[src/rtl/serial_master_port_if.sv]
// ============================================================================
// Module   : serial_master_port_if
// Purpose  : Shared serial-bus signal bundle between the master port, the
//            arbiter and one serial memory slave.
// Revision : 1.0
// ============================================================================
`default_nettype none

interface serial_master_port_if;
  logic bus_req;
  logic bus_grant;
  logic m_valid;
  logic m_wren;
  logic m_addr;
  logic m_data;
  logic m_burst_en;
  logic s_ready;
  logic s_valid;
  logic s_data;

  modport master (
    output bus_req,
    output m_valid,
    output m_wren,
    output m_addr,
    output m_data,
    output m_burst_en,
    input  bus_grant,
    input  s_ready,
    input  s_valid,
    input  s_data
  );

  modport slave (
    input  bus_req,
    input  m_valid,
    input  m_wren,
    input  m_addr,
    input  m_data,
    input  m_burst_en,
    output bus_grant,
    output s_ready,
    output s_valid,
    output s_data
  );
endinterface

`default_nettype wire

[src/rtl/serial_master_port.sv]
// ============================================================================
// Module   : serial_master_port
// Purpose  : Single-transfer serial bus master. Arbitrates for the bus,
//            shifts address/write data out MSB-first and deserializes the
//            read byte. Optional wait timeout: SERIAL_MASTER_TIMEOUT_EN.
// Revision : 1.0
// ============================================================================
`default_nettype none

module serial_master_port #(
  parameter int N   = 8,
  parameter int ADN = 12
`ifdef SERIAL_MASTER_TIMEOUT_EN
  ,
  parameter int TIMEOUT = 255
`endif
) (
  input  logic           clk,
  input  logic           reset,
  input  logic           req,
  input  logic           wr,
  input  logic [ADN-1:0] addr,
  input  logic [N-1:0]   wdata,
  output logic [N-1:0]   rdata,
  output logic           done,
  output logic           busy,
`ifdef SERIAL_MASTER_TIMEOUT_EN
  output logic           err,
`endif
  serial_master_port_if.master bus
);

  localparam int c_CNT_W = $clog2(ADN) + 1;

  localparam logic [2:0] c_IDLE    = 3'd0;
  localparam logic [2:0] c_REQ     = 3'd1;
  localparam logic [2:0] c_START   = 3'd2;
  localparam logic [2:0] c_ADDR    = 3'd3;
  localparam logic [2:0] c_WR_ACK  = 3'd4;
  localparam logic [2:0] c_RD_WAIT = 3'd5;
  localparam logic [2:0] c_RD_DATA = 3'd6;
  localparam logic [2:0] c_DONE    = 3'd7;

  localparam logic [c_CNT_W-1:0] c_ADDR_LAST  = c_CNT_W'(ADN - 1);
  localparam logic [c_CNT_W-1:0] c_DATA_FIRST = c_CNT_W'(ADN - N);
  localparam logic [c_CNT_W-1:0] c_BYTE_LAST  = c_CNT_W'(N - 1);

  generate
    if (ADN < N) begin : g_paramCheck
      $error("serial_master_port: ADN must be >= N");
    end
  endgenerate

  logic [2:0]         r_state;
  logic [c_CNT_W-1:0] r_bitCnt;
  logic               r_wr;
  logic [ADN-1:0]     r_addrSh;
  logic [N-1:0]       r_wdSh;
  logic [N-1:0]       r_rdSh;
  logic [N-1:0]       r_rdata;

  logic               w_grantOk;
  logic               w_ackOk;
  logic               w_waitState;
  logic               w_toFire;
  logic [N-1:0]       w_rdNext;

  assign w_grantOk   = bus.bus_grant && bus.s_ready;
  // Write commit needs at least two WR_ACK cycles before s_ready is honoured.
  assign w_ackOk     = (r_bitCnt != '0) && bus.s_ready;
  assign w_waitState = (r_state == c_REQ) || (r_state == c_WR_ACK) ||
                       (r_state == c_RD_WAIT);
  assign w_rdNext    = {r_rdSh[N-2:0], bus.s_data};

`ifdef SERIAL_MASTER_TIMEOUT_EN
  localparam int c_TO_W = ($clog2(TIMEOUT + 1) > 8) ? $clog2(TIMEOUT + 1) : 8;
  localparam logic [c_TO_W-1:0] c_TO_LAST = c_TO_W'(TIMEOUT - 1);

  logic [c_TO_W-1:0] r_toCnt;
  logic              r_err;
  logic              w_exitWait;

  assign w_exitWait = ((r_state == c_REQ)     && w_grantOk) ||
                      ((r_state == c_WR_ACK)  && w_ackOk)   ||
                      ((r_state == c_RD_WAIT) && bus.s_valid);
  assign w_toFire   = w_waitState && !w_exitWait && (r_toCnt == c_TO_LAST);
  assign err        = r_err;

  // Counter is zero on entry to every wait state because any exit clears it.
  always_ff @(posedge clk) begin
    if (reset) begin
      r_toCnt <= '0;
      r_err   <= 1'b0;
    end else begin
      r_err <= w_toFire;
      if (w_waitState && !w_exitWait && !w_toFire)
        r_toCnt <= r_toCnt + 1'b1;
      else
        r_toCnt <= '0;
    end
  end
`else
  assign w_toFire = 1'b0;
`endif

  always_ff @(posedge clk) begin
    if (reset) begin
      r_state  <= c_IDLE;
      r_bitCnt <= '0;
      r_wr     <= 1'b0;
      r_addrSh <= '0;
      r_wdSh   <= '0;
      r_rdSh   <= '0;
      r_rdata  <= '0;
    end else begin
      case (r_state)
        c_IDLE: begin
          if (req) begin
            r_wr     <= wr;
            r_addrSh <= addr;
            r_wdSh   <= wdata;
            r_bitCnt <= '0;
            r_state  <= c_REQ;
          end
        end

        c_REQ: begin
          if (w_grantOk)
            r_state <= c_START;
          else if (w_toFire)
            r_state <= c_DONE;
        end

        c_START: begin
          r_bitCnt <= '0;
          r_state  <= c_ADDR;
        end

        c_ADDR: begin
          r_addrSh <= {r_addrSh[ADN-2:0], 1'b0};
          if (r_bitCnt >= c_DATA_FIRST)
            r_wdSh <= {r_wdSh[N-2:0], 1'b0};
          if (r_bitCnt == c_ADDR_LAST) begin
            r_bitCnt <= '0;
            r_state  <= r_wr ? c_WR_ACK : c_RD_WAIT;
          end else begin
            r_bitCnt <= r_bitCnt + 1'b1;
          end
        end

        c_WR_ACK: begin
          if (w_ackOk || w_toFire) begin
            r_bitCnt <= '0;
            r_state  <= c_DONE;
          end else if (r_bitCnt == '0) begin
            r_bitCnt <= c_CNT_W'(1);
          end
        end

        // The first s_valid beat is the slave's load cycle; its data is dropped.
        c_RD_WAIT: begin
          if (bus.s_valid) begin
            r_bitCnt <= '0;
            r_state  <= c_RD_DATA;
          end else if (w_toFire) begin
            r_state <= c_DONE;
          end
        end

        c_RD_DATA: begin
          if (bus.s_valid) begin
            r_rdSh <= w_rdNext;
            if (r_bitCnt == c_BYTE_LAST) begin
              r_rdata  <= w_rdNext;
              r_bitCnt <= '0;
              r_state  <= c_DONE;
            end else begin
              r_bitCnt <= r_bitCnt + 1'b1;
            end
          end
        end

        c_DONE: begin
          r_state <= c_IDLE;
        end

        default: begin
          r_state <= c_IDLE;
        end
      endcase
    end
  end

  assign busy  = (r_state != c_IDLE);
  assign done  = (r_state == c_DONE);
  assign rdata = r_rdata;

  assign bus.bus_req    = busy && !done;
  assign bus.m_valid    = (r_state == c_START) || (r_state == c_ADDR);
  assign bus.m_wren     = r_wr && ((r_state == c_START)   || (r_state == c_ADDR)    ||
                                   (r_state == c_WR_ACK)  || (r_state == c_RD_WAIT) ||
                                   (r_state == c_RD_DATA));
  assign bus.m_addr     = (r_state == c_ADDR) && r_addrSh[ADN-1];
  // Write data rides on the last N address cycles so both fields end together.
  assign bus.m_data     = (r_state == c_ADDR) && r_wr &&
                          (r_bitCnt >= c_DATA_FIRST) && r_wdSh[N-1];
  assign bus.m_burst_en = 1'b0;

endmodule

`default_nettype wire

[src/flat_wrapper.sv]
// flat-port wrapper written by rule: the top's interface ports become plain ports
module serial_master_port_flat 
#(
  parameter int N   = 8,
  parameter int ADN = 12

)
  (clk, reset, req, wr, addr, wdata, rdata, done, busy, bus_bus_req, bus_m_valid, bus_m_wren, bus_m_addr, bus_m_data, bus_m_burst_en, bus_bus_grant, bus_s_ready, bus_s_valid, bus_s_data);
  serial_master_port_if bus_i ();
  input  logic clk;
  input  logic reset;
  input  logic req;
  input  logic wr;
  input  logic [ADN-1:0] addr;
  input  logic [N-1:0] wdata;
  output logic [N-1:0] rdata;
  output logic done;
  output logic busy;
  output wire logic [$bits(bus_i.bus_req)-1:0] bus_bus_req;
  output wire logic [$bits(bus_i.m_valid)-1:0] bus_m_valid;
  output wire logic [$bits(bus_i.m_wren)-1:0] bus_m_wren;
  output wire logic [$bits(bus_i.m_addr)-1:0] bus_m_addr;
  output wire logic [$bits(bus_i.m_data)-1:0] bus_m_data;
  output wire logic [$bits(bus_i.m_burst_en)-1:0] bus_m_burst_en;
  input wire logic [$bits(bus_i.bus_grant)-1:0] bus_bus_grant;
  input wire logic [$bits(bus_i.s_ready)-1:0] bus_s_ready;
  input wire logic [$bits(bus_i.s_valid)-1:0] bus_s_valid;
  input wire logic [$bits(bus_i.s_data)-1:0] bus_s_data;
  assign bus_bus_req = bus_i.bus_req;
  assign bus_m_valid = bus_i.m_valid;
  assign bus_m_wren = bus_i.m_wren;
  assign bus_m_addr = bus_i.m_addr;
  assign bus_m_data = bus_i.m_data;
  assign bus_m_burst_en = bus_i.m_burst_en;
  assign bus_i.bus_grant = bus_bus_grant;
  assign bus_i.s_ready = bus_s_ready;
  assign bus_i.s_valid = bus_s_valid;
  assign bus_i.s_data = bus_s_data;
  serial_master_port #(.N(N), .ADN(ADN)) u_core (.clk(clk), .reset(reset), .req(req), .wr(wr), .addr(addr), .wdata(wdata), .rdata(rdata), .done(done), .busy(busy), .bus(bus_i));
endmodule
[config.mk]
export PLATFORM = sky130hd
export DESIGN_NAME = serial_master_port_flat
export DESIGN_NICKNAME = d
export VERILOG_FILES = /design/src/rtl/serial_master_port_if.sv /design/src/rtl/serial_master_port.sv /design/src/flat_wrapper.sv
export SDC_FILE = /design/constraint.sdc
export NUM_CORES = 1
export LEC_CHECK = 0
export CELL_PAD_IN_SITES_DETAIL_PLACEMENT = 1
export CELL_PAD_IN_SITES_GLOBAL_PLACEMENT = 1
export CORE_MARGIN = 2
export CORE_UTILIZATION = 40
export DETAILED_ROUTE_END_ITERATION = 6
export GPL_TIMING_DRIVEN = 1
export PLACE_DENSITY = 0.89
export SLEW_MARGIN = 20
export SYNTH_ARGS = -nofsm -noshare
export SYNTH_HDL_FRONTEND = slang
export SYNTH_SLANG_ARGS = --single-unit
[constraint.sdc]
create_clock -name clk -period 2.9 [get_ports clk]
set_input_delay 0.435 -clock clk [delete_from_list [all_inputs] [get_ports clk]]
set_output_delay 0.435 -clock clk [all_outputs]
set_load 0.1 [all_outputs]
---- Word-level counts from Yosys, hierarchy flattened ----
Cells that the tools add are included.
Widths: inputs -> output; s select.
storage, ports and cells
  register bits ........................... 44
  bits of input ports ..................... 28
  memory bits (read-only) ................. 0
  memories kept ........................... 0
  bits in latches ......................... 0
  RAM bits ................................ 0
  output and inout port bits .............. 16
cells by class
  equality and inequality tests ........... 18
  bitwise operators ....................... 0
  magnitude comparators ................... 1
  muxes and demuxes ....................... 22
  $mul .................................... 0
  reduce and logical (&&, ||, !) cells .... 26
  shift-type cells ........................ 0
  add/sub/neg operators ................... 1
  div/mod/pow operators ................... 0
operators by type and width
  operator             number
  $mux 5               7
  $pmux 5 s6           1
  $pmux 12 s2          1
  $pmux 3 s8           1
  $mux 3               7
  $mux 8               2
  $pmux 8 s2           1
  $eq 3x3->1 const B   4
  $mux 12              1
  $ne 2x1->1 const B   5
  $logic_and 1x1->1    8
  $reduce_and 7->1     1
  $eq 3x2->1 const B   2
  $ne 2x2->1 const B   3
  $reduce_and 2->1     3
  $reduce_and 3->1     2
  $reduce_bool 6->1    1
  $add 5x1->5 const B  1
  $eq 5x3->1 const B   1
  $eq 5x4->1 const B   1
  $ge 5x3->1 const B   1
  $logic_not 5->1      1
  $reduce_and 5->1     1
  $reduce_bool 5->1    1
  other kinds (8)      11

---- Longest topological paths before layout ----
Gate-level depths: netlist of the first run.
  word-level depth ........................ 6
  depth in mapped cells ................... 7
  mapped depth without buffers ............ 7

---- Least setup slack after synthesis of the first run ----
Ideal clock, no wire load.
  path kind ............................... register -> output
  from .................................... register u_core.r_state[1]
  to ...................................... output port bus_m_wren
  arrival time ............................ 3093 ps
  stages on the path, launching flop included .. 5
  slack ................................... -628 ps
  path buffers ............................ 1
  cell sequence ........................... dfxtp_1 buf_4 inv_1 ha_1 a21boi_0
between the ends
  cells in the longest elaborated chain, start to end .. 6
ends and longest elaborated chain
  element                        RTL line                   source
  from (decl)                    serial_master_port.sv:54   logic [2:0] r_state;
  from (signal assigned)         serial_master_port.sv:108  r_state <= c_IDLE;
  from (signal assigned)         serial_master_port.sv:123  r_state <= c_REQ;
  from (signal assigned)         serial_master_port.sv:129  r_state <= c_START;
  $eq 3x2->1                     serial_master_port.sv:200  assign bus.m_wren = r_wr && ((r_state == c_START) || (r_state == c_ADDR) ||
  $logic_or 1x1->1 (2 in a row)  serial_master_port.sv:200
  $logic_or 1x1->1               serial_master_port.sv:201  (r_state == c_WR_ACK) || (r_state == c_RD_WAIT) ||
  $logic_or 1x1->1 *             serial_master_port.sv:201
  $logic_and 1x1->1 *            serial_master_port.sv:200
  to (decl)                      flat_wrapper.sv:21         output wire logic [$bits(bus_i.m_wren)-1:0] bus_m_wren;
Mark *: on every way between the ends. The rest lies on a longest branch, timed or not.

---- Final worst setup path of the first run ----
  from .................................... register u_core.r_state[1]
  to ...................................... output port bus_m_data
between the ends
  cells in the longest elaborated chain, start to end .. 4
ends and longest elaborated chain
  element                         RTL line                   source
  $eq 3x2->1                      serial_master_port.sv:205  assign bus.m_data = (r_state == c_ADDR) && r_wr &&
  $logic_and 1x1->1 (2 in a row)  serial_master_port.sv:205
  $logic_and 1x1->1               serial_master_port.sv:206  (r_bitCnt >= c_DATA_FIRST) && r_wdSh[N-1];
  to (decl)                       flat_wrapper.sv:23         output wire logic [$bits(bus_i.m_data)-1:0] bus_m_data;
Every way passes these cells.

==> run_results.csv, run 1 <==
group,metric,value,unit
floorplanning,dieWidth,76.6,um
logic_synthesis,synth_edf_count,0,
logic_synthesis,synth-seq-cells,44,
logic_synthesis,synth_warnings,0,
route,ant_nets,0,
placement,place_congestion,0.806,
route,wl_met3,175,um
logic_synthesis,syn_inst,266,
clock_tree,cts_buffers,5,
hold_path,worstHoldPathType,"reg2reg",
timing,max_slew.worst_pin.slew,650,ps
route,m1WireLength,2500,um
global_routing,antenna_found_initial,0,
pwr,pwr_density_cell,520,nW/um2
clock_tree,clock_path_buffers,2,
global_routing,grt_pass1_vias,2020,
cells_and_area,antenna_cells,0,
global_routing,globalRouteTotalUtil,20.1,%
clock_tree,cts_root_buffer,"clkbuf_8",
flow_run,cap_violations,0,
setup_path,arrival,2030,ps
route,route.detailed.drc,0,
route,vias,2040,
clock_tree,clkTransAtPathRegs,80,ps
clock_tree,cts_tree,"built",
route,dr.pass1.iters,4,
clock_tree,post-cts-setup-buffers,0,
floorplanning,die_h,76.6,um
timing,period_share,85.0,%
timing,tns,0,ps
logic_synthesis,synthFlopType,"dfxtp_1",
logic_synthesis,async_flop_share,0,%
route,wl_per_cell,14.9,um
route,drt-total-wl,5560,um
setup_path,r2r_cells,5,
global_routing,grt_max_degree,46,
route,vias_per_cell,5.47,
setup_path,path_max_fanout,17,
timing,max_freq,405,MHz
cells_and_area,area_growth,24.6,%
clock_tree,ctsResizeCount,0,
clock_tree,clk_latency,300,ps
clock_tree,hold_buffers,0,
floorplanning,rows,26,
cells_and_area,final_common_cell,"nand2_1",
cells_and_area,final_cell_mix,"nand2_1 (55), dfxtp_1 (44), a21oi_1 (30)",
cells_and_area,instances_no_fill,373,
cells_and_area,fillers,642,
timing,slew_viol_final,0,
hold_path,holdPathStages,2,
pwr,vdd_drop_max,0.215,mV
placement,dp_hpwl,3920,um
setup_path,cp-start-kind,"flip-flop",
placement,port_buffers,42,
timing,hold_violations,0,
cells_and_area,drive_gt1_share,11.2,%
floorplanning,coreArea,5110,um2
pwr,p_leak,0.000967,uW
floorplanning,start_util,41.3,%
floorplanning,io_pins,44,
setup_path,path_class,"reg2out",
logic_synthesis,synth_nets,298,
timing,fin_skew,4.05,ps
global_routing,overflow,0,
logic_synthesis,synthDistinctLibCells,48,
floorplanning,die_area,5870,um2
timing,layout_min_cycle_time,2470,ps
clock_tree,clkSinkCount,44,
route,highest_layer,"met4",
placement,placed_cells,366,
logic_synthesis,avgSynthCellArea,7.93,um2
route,drt_first_iter_violations,141,
timing,finalSetupViolations,0,
status,status,"finished clean",
timing,slew_headroom,56.7,%
route,wl_met2,2790,um
clock_tree,htreeDepth,2,
cells_and_area,fin_nets,335,
timing,rsz0062_at_grt,"no",
logic_synthesis,yosysSeqAreaShare,41.8,%
logic_synthesis,syn_area,2110,um2
global_routing,grt_pass1_wl,9540,um
timing,whs,460,ps
setup_path,required,2470,ps
setup_path,crit_path_end_kind,"output port",
## kinds of logic (layout without fill, tap and decap cells)
family / count (synthesis) / after routing / share of synthesized area (%)
AOI/OAI and AO/OA: 67 / 67 / 21.4
adders and majority gates: 4 / 4 / 2.37
buffers and inverters: 24 / 61 / 5.58
DFF: 44 / 44 / 41.8
other: 1 / 1 / 0.178
and+or+nand+nor: 126 / 126 / 28.8
## through the flow
step	power, uW	setup slack (ps)	area (um2)	utilization, %
finish	1370	434	2630	51.4
global placement	999	715	2550	49.9
global route	1430	271	2630	51.4
detailed placement	1010	628	2550	49.9
CTS	1370	422	2630	51.4
floorplan	917	136	2110	-
## path summary, 6_finish.rpt
check                                        from                               to  slack (ps)
hold / removal    u_core.r_addrSh[3]$_SDFFE_PP0P_  u_core.r_addrSh[3]$_SDFFE_PP0P_         460
hold reg to reg   u_core.r_addrSh[3]$_SDFFE_PP0P_  u_core.r_addrSh[3]$_SDFFE_PP0P_         460
setup reg to reg   u_core.r_state[1]$_SDFFE_PP0P_  u_core.r_bitCnt[3]$_SDFFE_PP0P_         720
setup / recovery   u_core.r_state[1]$_SDFFE_PP0P_                       bus_m_data         430
## critical path, stage by stage, from the launching register on
cell and delay [ps]:
dfxtp_1 630, nand3b_2 410, nor2_1 270, and3_1 240
buf_12 180
## sequential cells by signal, indices dropped and copies added, names as in the netlist
register and cells:
u_core.r_addrSh 12, u_core.r_wdSh 8, u_core.rdata 8, u_core.r_rdSh 7, u_core.r_bitCnt 5, u_core.r_state 3
u_core.r_wr 1
## metal layers
metal  track usage (%)  up-vias
li1                  -     1015
met1              24.7      982
met4              7.45        0
met5                 0        -
met3              3.20        8
met2              35.3       35
## final cells by class
class | count | area (um2) | share of cell area (%)
Timing Repair Buffer | 46 | 438 | 16.7
Clock buffer | 6 | 72.6 | 2.76
Multi-Input combinational cell | 198 | 1110 | 42.4
Tap cell | 70 | 87.6 | 3.33
Inverter | 8 | 30.0 | 1.14
Clock inverter | 1 | 5.00 | 0.190
Sequential cell | 44 | 881 | 33.5
## power breakdown
group          switching (uW)  internal, uW
logic                     202           116
clock network             205           164
registers                36.5           644
## synthesized netlist by cell type, drive strengths merged, types with 2 or more instances
master / instances / area share, %
nand2: 55 / 9.8
clkbuf: 8 / 1.5
buf: 8 / 2.7
ha: 4 / 2.4
nor3: 4 / 0.95
nor2: 30 / 5.3
nor4bb: 2 / 0.95
o31ai: 2 / 0.71
a21oi: 30 / 7.1
nor2b: 3 / 0.89
a22oi: 8 / 2.8
a311oi: 8 / 3.3
and2: 2 / 0.59
inv: 8 / 1.4
o311ai: 2 / 0.83
nand3b: 3 / 1.2
dfxtp: 44 / 42
or4: 2 / 0.71
o32ai: 2 / 1.2
o21ai: 5 / 1.4
nand3: 11 / 2.6
nor4: 4 / 1.2
or3: 2 / 0.59
Power figures use the tool's default switching activity.
==> inputs of run 2 (changes only) <==
--- a/config.mk
+++ b/config.mk
@@ -11,6 +11,7 @@
 export CORE_UTILIZATION = 40
 export DETAILED_ROUTE_END_ITERATION = 6
 export GPL_TIMING_DRIVEN = 1
+export HOLD_SLACK_MARGIN = 0.02
 export PLACE_DENSITY = 0.89
 export SLEW_MARGIN = 20
 export SYNTH_ARGS = -nofsm -noshare
==> results of run 2 <==
No change in the layout: final DEF, timing and power equal those of run 1.
==> inputs of run 3 (changes only) <==
--- a/config.mk
+++ b/config.mk
@@ -9,6 +9,7 @@
 export CELL_PAD_IN_SITES_GLOBAL_PLACEMENT = 1
 export CORE_MARGIN = 2
 export CORE_UTILIZATION = 40
+export CTS_CLUSTER_DIAMETER = 150
 export DETAILED_ROUTE_END_ITERATION = 6
 export GPL_TIMING_DRIVEN = 1
 export HOLD_SLACK_MARGIN = 0.02
==> results of run 3 <==
No change in the layout: final DEF, timing and power equal those of run 1.
